[config.mk]
export PLATFORM = sky130hd
export DESIGN_NAME = div_unit_seq_flat
export DESIGN_NICKNAME = d
export VERILOG_FILES = /design/src/rtl/div_unit_seq_if.sv /design/src/rtl/div_unit_seq.sv /design/src/flat_wrapper.sv
export SDC_FILE = /design/constraint.sdc
export NUM_CORES = 1
export LEC_CHECK = 0
export CORE_ASPECT_RATIO = 1.1
export CORE_MARGIN = 10
export CORE_UTILIZATION = 45
export CTS_CLUSTER_SIZE = 28
export DETAILED_ROUTE_END_ITERATION = 8
export PLACE_DENSITY = 0.66
export SETUP_SLACK_MARGIN = 0.05
export SLEW_MARGIN = 0
export SYNTH_ARGS = -nofsm -noshare
export SYNTH_HDL_FRONTEND = slang
export SYNTH_SLANG_ARGS = --single-unit
[constraint.sdc]
create_clock -name clk -period 8.91 [get_ports clk]
set_input_delay 2.2275 -clock clk [delete_from_list [all_inputs] [get_ports clk]]
set_output_delay 2.2275 -clock clk [all_outputs]
set_load 0.005 [all_outputs]
[src/rtl/div_unit_seq_if.sv]
// Execute-stage handshake for the sequential divider: one-cycle start with operands,
// busy as the stall request, done pulse with a held result.
interface div_unit_seq_if #(
    parameter int DATA_WIDTH = 32
);
    logic                  start_i;
    logic [1:0]            op_i;
    logic [DATA_WIDTH-1:0] dividend_i;
    logic [DATA_WIDTH-1:0] divisor_i;
    logic                  flush_i;
    logic                  busy_o;
    logic                  done_o;
    logic [DATA_WIDTH-1:0] result_o;

    modport master (
        output start_i, op_i, dividend_i, divisor_i, flush_i,
        input  busy_o, done_o, result_o
    );

    modport slave (
        input  start_i, op_i, dividend_i, divisor_i, flush_i,
        output busy_o, done_o, result_o
    );
endinterface

[src/rtl/div_unit_seq.sv]
// RV32M DIV/DIVU/REM/REMU restoring divider; DATA_WIDTH+2 cycles normal, 1 cycle for /0 and overflow.
// No queueing: start is ignored while busy_o is high; flush aborts to IDLE without done_o.
module div_unit_seq #(
    parameter int DATA_WIDTH = 32,
    parameter int CNT_W      = $clog2(DATA_WIDTH) + 1
) (
    input  logic           clk,
    input  logic           rst,
    div_unit_seq_if.slave  bus
);
    localparam logic [1:0] OP_DIV = 2'b00;
    localparam logic [1:0] OP_REM = 2'b10;

    typedef enum logic [1:0] {S_IDLE, S_CALC, S_FIX, S_DONE} state_t;

    state_t                r_state;
    state_t                w_next;
    logic [1:0]            r_op;
    logic                  r_sa;
    logic                  r_sb;
    logic [DATA_WIDTH-1:0] r_rem;
    logic [DATA_WIDTH-1:0] r_quo;
    logic [DATA_WIDTH-1:0] r_div;
    logic [CNT_W-1:0]      r_cnt;
    logic [DATA_WIDTH-1:0] r_result;

    logic                  w_accept;
    logic                  w_busy;
    logic                  w_done;
    logic                  w_sa;
    logic                  w_sb;
    logic [DATA_WIDTH-1:0] w_mag_a;
    logic [DATA_WIDTH-1:0] w_mag_b;
    logic                  w_div_zero;
    logic                  w_ovf;
    logic                  w_fast;
    logic [DATA_WIDTH-1:0] w_fast_res;
    logic [DATA_WIDTH:0]   w_shift;
    logic [DATA_WIDTH:0]   w_diff;
    logic [DATA_WIDTH-1:0] w_quo_s;
    logic [DATA_WIDTH-1:0] w_rem_s;
    logic [DATA_WIDTH-1:0] w_fix_res;

    assign w_accept   = bus.start_i && !bus.flush_i && (r_state == S_IDLE || r_state == S_DONE);
    // Sign flags only exist for the signed ops (op_i[0]==0).
    assign w_sa       = !bus.op_i[0] && bus.dividend_i[DATA_WIDTH-1];
    assign w_sb       = !bus.op_i[0] && bus.divisor_i[DATA_WIDTH-1];
    assign w_mag_a    = w_sa ? (~bus.dividend_i + 1'b1) : bus.dividend_i;
    assign w_mag_b    = w_sb ? (~bus.divisor_i + 1'b1) : bus.divisor_i;
    assign w_div_zero = (bus.divisor_i == '0);
    assign w_ovf      = !bus.op_i[0]
                        && (bus.dividend_i == {1'b1, {(DATA_WIDTH-1){1'b0}}})
                        && (bus.divisor_i == '1);
    assign w_fast     = w_div_zero || w_ovf;

    always_comb begin
        w_fast_res = '0;
        if (w_div_zero)
            w_fast_res = bus.op_i[1] ? bus.dividend_i : '1;
        else if (!bus.op_i[1])
            w_fast_res = bus.dividend_i;
    end

    assign w_shift   = {r_rem, r_quo[DATA_WIDTH-1]};
    assign w_diff    = w_shift - {1'b0, r_div};
    assign w_quo_s   = (r_op == OP_DIV && (r_sa ^ r_sb)) ? (~r_quo + 1'b1) : r_quo;
    assign w_rem_s   = (r_op == OP_REM && r_sa) ? (~r_rem + 1'b1) : r_rem;
    assign w_fix_res = r_op[1] ? w_rem_s : w_quo_s;

    always_ff @(posedge clk) begin
        if (!rst)
            r_state <= S_IDLE;
        else
            r_state <= w_next;
    end

    always_comb begin
        w_next = r_state;
        w_busy = 1'b0;
        w_done = 1'b0;
        case (r_state)
            S_IDLE: begin
                if (w_accept)
                    w_next = w_fast ? S_DONE : S_CALC;
            end
            S_CALC: begin
                w_busy = 1'b1;
                if (r_cnt == CNT_W'(1))
                    w_next = S_FIX;
            end
            S_FIX: begin
                w_busy = 1'b1;
                w_next = S_DONE;
            end
            S_DONE: begin
                w_done = 1'b1;
                if (w_accept)
                    w_next = w_fast ? S_DONE : S_CALC;
                else
                    w_next = S_IDLE;
            end
            default: w_next = S_IDLE;
        endcase
        if (bus.flush_i)
            w_next = S_IDLE;
    end

    always_ff @(posedge clk) begin
        if (!rst) begin
            r_op     <= '0;
            r_sa     <= 1'b0;
            r_sb     <= 1'b0;
            r_rem    <= '0;
            r_quo    <= '0;
            r_div    <= '0;
            r_cnt    <= '0;
            r_result <= '0;
        end else if (w_accept) begin
            r_op  <= bus.op_i;
            r_sa  <= w_sa;
            r_sb  <= w_sb;
            r_rem <= '0;
            r_quo <= w_mag_a;
            r_div <= w_mag_b;
            r_cnt <= CNT_W'(DATA_WIDTH);
            if (w_fast)
                r_result <= w_fast_res;
        end else if (r_state == S_CALC && !bus.flush_i) begin
            r_cnt <= r_cnt - 1'b1;
            if (!w_diff[DATA_WIDTH]) begin
                r_rem <= w_diff[DATA_WIDTH-1:0];
                r_quo <= {r_quo[DATA_WIDTH-2:0], 1'b1};
            end else begin
                r_rem <= w_shift[DATA_WIDTH-1:0];
                r_quo <= {r_quo[DATA_WIDTH-2:0], 1'b0};
            end
        end else if (r_state == S_FIX && !bus.flush_i) begin
            r_result <= w_fix_res;
        end
    end

    assign bus.busy_o   = w_busy;
    assign bus.done_o   = w_done;
    assign bus.result_o = r_result;
endmodule
[src/flat_wrapper.sv]
// flat-port wrapper written by rule: the top's interface ports become plain ports
module div_unit_seq_flat 
#(
    parameter int DATA_WIDTH = 32,
    parameter int CNT_W      = $clog2(DATA_WIDTH) + 1
)
  (clk, rst, bus_start_i, bus_op_i, bus_dividend_i, bus_divisor_i, bus_flush_i, bus_busy_o, bus_done_o, bus_result_o);
  div_unit_seq_if #(.DATA_WIDTH(DATA_WIDTH)) bus_i ();
  input  logic clk;
  input  logic rst;
  input wire logic [$bits(bus_i.start_i)-1:0] bus_start_i;
  input wire logic [$bits(bus_i.op_i)-1:0] bus_op_i;
  input wire logic [$bits(bus_i.dividend_i)-1:0] bus_dividend_i;
  input wire logic [$bits(bus_i.divisor_i)-1:0] bus_divisor_i;
  input wire logic [$bits(bus_i.flush_i)-1:0] bus_flush_i;
  output wire logic [$bits(bus_i.busy_o)-1:0] bus_busy_o;
  output wire logic [$bits(bus_i.done_o)-1:0] bus_done_o;
  output wire logic [$bits(bus_i.result_o)-1:0] bus_result_o;
  assign bus_i.start_i = bus_start_i;
  assign bus_i.op_i = bus_op_i;
  assign bus_i.dividend_i = bus_dividend_i;
  assign bus_i.divisor_i = bus_divisor_i;
  assign bus_i.flush_i = bus_flush_i;
  assign bus_busy_o = bus_i.busy_o;
  assign bus_done_o = bus_i.done_o;
  assign bus_result_o = bus_i.result_o;
  div_unit_seq #(.DATA_WIDTH(DATA_WIDTH), .CNT_W(CNT_W)) u_core (.clk(clk), .rst(rst), .bus(bus_i));
endmodule
==> Yosys cells after proc, flatten, opt, wreduce, memory -nomap -nowiden <==
Cells that the tools add are included.
{ "classes": {"n_addsub": 6, "eq_ne": 11, "n_mux": 25, "bitwise": 6, "n_reduce_logical": 24} }
{ "op_table": {"columns": ["operator", "count"], "rows": [
  ["32-bit two-way mux", 15],
  ["32-bit by 1-bit adder with 32-bit output, second input constant", 4],
  ["32-bit NOT", 4],
  ["32-bit == test, second input constant", 2],
  ["33-bit by 32-bit subtractor with 33-bit output", 1],
  ["32-bit logical NOT", 1],
  ["6-bit two-way mux", 2],
  ["1-bit logical AND", 10],
  ["2-bit two-way mux", 4],
  ["2-bit case mux with 4 select lines", 1],
  ["2-bit == test, second input constant", 3],
  ["6-bit by 1-bit == test with 1-bit output, second input constant", 1],
  ["2-bit by 1-bit != test with 1-bit output, second input constant", 3],
  ["2-bit OR reduction", 3],
  ["6-bit by 1-bit subtractor with 6-bit output, second input constant", 1],
  ["2-bit logical NOT", 2],
  ["2-bit nonzero test", 2],
  ["1-bit two-way mux", 3],
  ["3-bit AND reduction", 1],
  ["2-bit by 1-bit == test with 1-bit output, second input constant", 1],
  ["1-bit logical NOT", 2],
  ["1-bit logical OR", 2],
  ["2-bit != test, second input constant", 1],
  ["2-bit AND reduction", 1],
  ["other kinds (2)", 2]
]} }
{ "word_totals": {"ff_bits": 140, "inputBits": 70, "output_inout_bits": 34, "elab_cells": 82} }

==> Longest topological paths before layout <==
{ "depth": {"ltp_word": 7, "ltp_mapped": 14} }

==> Worst setup path before layout <==
No wires, ideal clock.
{ "synth_timing": {"path_kind": "input to register", "startpoint": "input bus_dividend_i[13]", "endpoint": "register u_core.r_result[23], in the netlist u_core.bus.result_o[23]", "setup_ns": 0.126, "t_arrival_ns": 4.556, "required_time_ns": 8.784, "setup_slack_ns": 4.228, "cell_stages": 10, "path_buffers": 2, "path_cell_list": "or3_4 > or4_4 > or3b_1 > or3_4 > nor2_1 > nor2_1 > o21ai_2 > buf_4 > buf_2 > a31oi_1"} }
{ "synth_via": {"elab_chain_len": 6} }
{ "synth_lines": {"columns": ["item", "line", "source"], "rows": [
  ["from (decl)", "flat_wrapper.sv:13", "input wire logic [$bits(bus_i.dividend_i)-1:0] bus_dividend_i;"],
  ["32-bit == test", "div_unit_seq.sv:52", "&& (bus.dividend_i == {1'b1, {(DATA_WIDTH-1){1'b0}}})"],
  ["1-bit logical AND", "div_unit_seq.sv:52", null],
  ["1-bit logical AND", "div_unit_seq.sv:53", "&& (bus.divisor_i == '1);"],
  ["1-bit logical OR", "div_unit_seq.sv:54", "assign w_fast = w_div_zero || w_ovf;"],
  ["2-bit != test (no line)", null, null],
  ["3-bit AND reduction (no line)", null, null],
  ["to (signal assigned)", "div_unit_seq.sv:127", "r_result <= w_fast_res;"],
  ["to (signal assigned)", "div_unit_seq.sv:138", "r_result <= w_fix_res;"],
  ["to (decl)", "div_unit_seq.sv:25", "logic [DATA_WIDTH-1:0] r_result;"]
]} }
No other way between the ends.
A chain may end at the register's enable or synchronous reset.

==> Worst setup path in the final report <==
{ "layout_timing": {"startpoint": "input bus_divisor_i[2]", "endpoint": "register u_core.r_result[30], in the netlist u_core.bus.result_o[30]"} }
{ "layout_via": {"elab_chain_len": 5, "elab_cells_between_ends": 9, "classes_between": "eq/ne (2); mux (3); reduce/logical (4)"} }
{ "layout_lines": {"columns": ["item", "line", "source"], "rows": [
  ["from (decl)", "flat_wrapper.sv:14", "input wire logic [$bits(bus_i.divisor_i)-1:0] bus_divisor_i;"],
  ["32-bit == test", "div_unit_seq.sv:53", null],
  ["1-bit logical AND", "div_unit_seq.sv:53", null],
  ["1-bit logical OR", "div_unit_seq.sv:54", null],
  ["2-bit != test (no line)", null, null],
  ["3-bit AND reduction (no line)", null, null]
]} }
Several ways; a longest one is shown, not always the timed one. The select of a mux whose other input is x is not followed.

==> results.md <==
- The average vias per placed instance is 5.99.
- Of all nets on the critical path, the largest fanout is 58.
- In this run the post-CTS setup repair buffer count came out at 0.
- The number of cell rows is 60.
- The clock tree root buffer cell is clkbuf_16.
- The clock reaches the later pin of the worst-skew pair after 0.44 ns.
- The placed instances occupy a cell area of 12200 um2.
- The CTS tree is done.
- The sum of buffers and inverters on the critical path is 2.
- The floorplan die width is 170 um.
- Clock tree synthesis inserted a total of 17 buffers.
- Detailed placement ended at an HPWL of 24400 um.
- The xor-xnor portion of the synthesized cell area is 11.6%.
- The count of cells resized by post-cts repair is 0.
- The portion of the post-synthesis area used by sequential elements is 25.3%.
- Setup total negative slack on the finished layout was measured at 0 ns.
- Setup repair after global routing left no endpoint under its margin.
- The static leakage power is 5.35 nW.
- In the post-synthesis netlist, the biggest area contributors are dfxtp_1, nand2_1, o211a_1.
- The post-synthesis instance area is 11100 um2.
- The adder-cell area share of the yosys netlist is 5.15%.
- The most used flip-flop cell after synthesis is dfxtp_1.
- The total clock sinks is 140.
- Final hold analysis gives a worst-case slack of 0.470 ns.
- The main combinational cell family by area after synthesis is compound AO/OA/AOI/OAI gates.
- Summing over every cut layer, the via total after detailed routing is 10923.
- Entering global routing, the biggest net connects 83 pins.
- STA classifies the critical path endpoint as a register.
- During synthesis, Yosys emitted a total of 0 warnings.
- The type of origin of the critical path is an input pin.
- The number of antenna repair diodes is 0.
- At the placement stage, the worst setup path has a slack of 2.75 ns.
- In this run, the clock network consumes 38.5% of the power.
- The highest achievable clock rate is 174 MHz.
- Once routing completed, OpenROAD measured the worst setup slack at 3.18 ns.
- The hold buffer count at CTS is 0.
- Cell internal power was estimated by the tool at 1.40 mW.
- The total count of max-transition violations in the final report is 0.
- The area taken by flip-flops and latches is 2800 um2.
- The share of total power dissipated in sequential elements is 33.9%.
- The count of endpoints failing hold in the final timing report came to 0.
- The combinational power share is 27.6%.
- The growth of design area from synthesis to finish is 16.3%.
- STA puts the critical path data arrival time at 6.10 ns.
- The number of routed nets with antenna violations is 0.
- After synthesis, the netlist uses 68 different library cells.
- After detailed routing, the total wire length is 33700 um.
- In the routed design, unresolved DRC markers number 0.
- The aggregate global routing overflow is 0.
- Across the VDD grid, the largest voltage drop is 108 uV.
- The signal on the critical path passes through clkdlybuf4s50_1 -> or3_1 -> or4b_2 -> or4_1 -> nor3_2 -> nor2_1 -> o21ai_4 -> buf_4 -> nand2_1 -> a211o_1 -> o22ai_1.
- The fill cell total of the finished layout is 2369.
- The number of synthesized register bits is 140.
- The count of mapped cells out of synthesis is 1462.
- The power density normalized to cell area is 161 nW/um2.
- The multi-input gate area in the final layout is 7700 um2.
- After detailed placement, the design holds a cell count of 1791.
- The total routing usage reported by global routing is 21.0%.
- The number of nets in the synthesized netlist is 1577.
- The number of global-route vias before repair is 10121.
- In this run, synthesis inferred 0 flip-flops with an integrated enable.
- The kind of cell with the highest combined delay along the critical path is simple AND/OR/NAND/NOR gates.
- The count of buffers added on input and output ports is 103.
- For this run, the slowest stage of the critical path takes 0.63 ns.
- The synthesized design devotes to its leading area cell type 25.3% of total area.
- Data on the critical path is required at its endpoint by 9.28 ns.
- For this run, the post-layout net count is 1615.
- The effective utilization at floorplan is 45.5%.
- The number of iterations in the first detailed-routing pass is 5.
- Of all cell types, the one taking the most synthesized area is dfxtp_1.
- The first global-routing pass estimated 53900 um of wire.
- The simple-gate portion of the synthesized area is 21.2%.
- Measured against its own limit, the worst slew margin works out to 28.1%.
- The flow ran to the end, and the final reports show no timing, DRC or antenna violations.
- In this run switching power makes up 32.2% of total power.
- The CTS H-tree depth is 4.
- The total power of the final layout is 2.07 mW.
- The setup violation total in the final timing report is 0.
- The post-route netlist has 4.69% of its cells at a drive strength greater than 1.
- At the pin with the least slew margin, the transition time is 1.08 ns.
- Max-cap violations in this run came to 0.
- The final cycle utilization of the critical path is 64.3%.
- Counting along the longest clock path gives a buffer depth of 2.
- The slowest library cell on the worst path is or4b_2.
- The smallest clock period supported by the final layout is computed as 5.73 ns.
- The net switching component of the power is 0.668 mW.
- Summing all non-filler instances in the final layout gives an area of 12900 um2.
- In the final routed layout, each cell accounts on average for 18.5 um.
- A synthesized cell averages 7.57 um2.
- In this run the standard cell core region covers 24300 um2.
- The detailed router's first-iteration violation count is 836.
- The core utilization of the finished layout is 52.9%.
- The share of synthesized registers carrying an async set or reset is 0%.
- For this design the top-level I/O count stands at 104.
- For the final database, setup skew stands at 0.0119 ns.
- The height of the die is 184 um.
- The start-to-end type of the worst setup path is in -> reg.
- The synthesized netlist devotes 29.0% of its cell area to compound gates.
- The path type of the worst min-delay path is reg -> reg.
- The number of standard cells in the layout, taps in and fillers out is 1823.
- The mux cell area share after synthesis is 2.35%.
- At the end of routability-driven placement, the weighted congestion stood at 0.943.
- The die area is 31300 um2.
- Clock-pin slew was measured on the worst setup and hold paths at 0.07 ns.
- The initial antenna violation count is 0.
[kinds of logic after synthesis]
family / after synthesis
flip-flops: 140
buffers and inverters: 151
adder cells (fa/ha/maj): 45
multiplexers: 26
XOR/XNOR: 146
AND/OR/NAND/NOR: 491
AO/OA/AOI/OAI: 463
[worst register-to-register path: stages, from the launching register on]
cell       delay, ns
dfxtp_1         0.48
inv_1           0.16
fa_1            0.45
nor2b_1         0.18
o31ai_1         0.13
a311o_1         0.32
a2111oi_2       0.46
o211ai_1        0.20
a21oi_1         0.19
o22ai_1         0.23
xnor2_2         0.82
buf_4           0.45
mux2i_1         0.27
a211oi_1        0.09
[state kept, by name (all words and copies together) (netlist names)]
name                 flops
u_core.r_state           2
u_core.r_op              2
u_core.bus.result_o     32
u_core.r_quo            32
u_core.r_sa              1
u_core.r_cnt             6
u_core.r_sb              1
u_core.r_div            32
u_core.r_rem            32
[cell usage after synthesis (4+ instances only)]
| cell type | instances |
|---|---|
| nand2_1 | 189 |
| dfxtp_1 | 140 |
| a21oi_1 | 109 |
| nor2_1 | 100 |
| o21ai_0 | 93 |
| xnor2_1 | 77 |
| clkbuf_1 | 75 |
| o211a_1 | 70 |
| xor2_1 | 69 |
| inv_1 | 52 |
| nand3_1 | 52 |
| ha_1 | 44 |
| o211ai_1 | 37 |
| nor3_1 | 29 |
| mux2i_1 | 26 |
| o31ai_1 | 25 |
| a21boi_0 | 19 |
| nand4_1 | 19 |
| a31oi_1 | 17 |
| or3_1 | 17 |
| a21o_1 | 14 |
| nand2b_1 | 13 |
| nor4_1 | 13 |
| o41ai_1 | 12 |
| nor2b_1 | 11 |
| o311ai_1 | 11 |
| o21a_1 | 9 |
| or4_1 | 9 |
| a211oi_1 | 8 |
| and2_1 | 8 |
| buf_1 | 7 |
| buf_2 | 7 |
| o22ai_1 | 7 |
| and3_1 | 6 |
| a222oi_1 | 4 |
| clkbuf_2 | 4 |
| nand3b_1 | 4 |
| o21bai_1 | 4 |
| or2_2 | 4 |
| or4_4 | 4 |
[layer usage]
metal	part of all wire (%)	GRT usage, %	wire, um
met2	47	34.5	15900
met5	0	0	0
met1	45	27.1	15100
met4	2.7	7.81	923
met3	5.2	3.15	1750
[cells in the final DEF, fill, tap and decap left out, types with 15 or more instances in the layout]
| master | count |
|---|---|
| a21boi_0 | 19 |
| a21oi_1 | 109 |
| a31oi_1 | 17 |
| buf_4 | 15 |
| clkbuf_16 | 17 |
| clkdlybuf4s50_1 | 102 |
| dfxtp_1 | 140 |
| ha_1 | 44 |
| inv_1 | 52 |
| mux2i_1 | 26 |
| nand2_1 | 189 |
| nand3_1 | 52 |
| nand4_1 | 19 |
| nor2_1 | 99 |
| nor3_1 | 28 |
| o211a_1 | 70 |
| o211ai_1 | 37 |
| o21ai_0 | 93 |
| o31ai_1 | 25 |
| or3_1 | 17 |
| xnor2_1 | 76 |
| xor2_1 | 69 |
[layout make-up]
cell class | count | share of cell area, %
Tap cell | 310 | 3.01
Multi-Input combinational cell | 1171 | 59.8
Sequential cell | 140 | 21.8
Clock inverter | 13 | 1.66
Inverter | 53 | 1.55
Timing Repair Buffer | 117 | 8.81
Clock buffer | 19 | 3.36
[path summary, 6_finish.rpt]
path	startpoint	endpoint	slack, ns	cells after the start
min	u_core.r_div[31]	u_core.r_div[31]	0.47	2
min reg2reg	u_core.r_div[31]	u_core.r_div[31]	0.47	2
max	bus_divisor_i[2]	u_core.bus.result_o[30]	3.18	11
max reg2reg	u_core.r_rem[0]	u_core.r_rem[27]	4.33	13
[power groups by stage]
stage | clock, mW | combinational, mW | sequential, mW
6_report | 0.798 | 0.572 | 0.702
5_1_grt | 0.836 | 0.635 | 0.706
4_1_cts | 0.806 | 0.570 | 0.701
3_5_place_dp | 0 | 0.565 | 0.714
3_3_place_gp | 0 | 0.561 | 0.714
2_1_floorplan | 0 | 0.411 | 0.701
(Power assumes the default switching activity.)
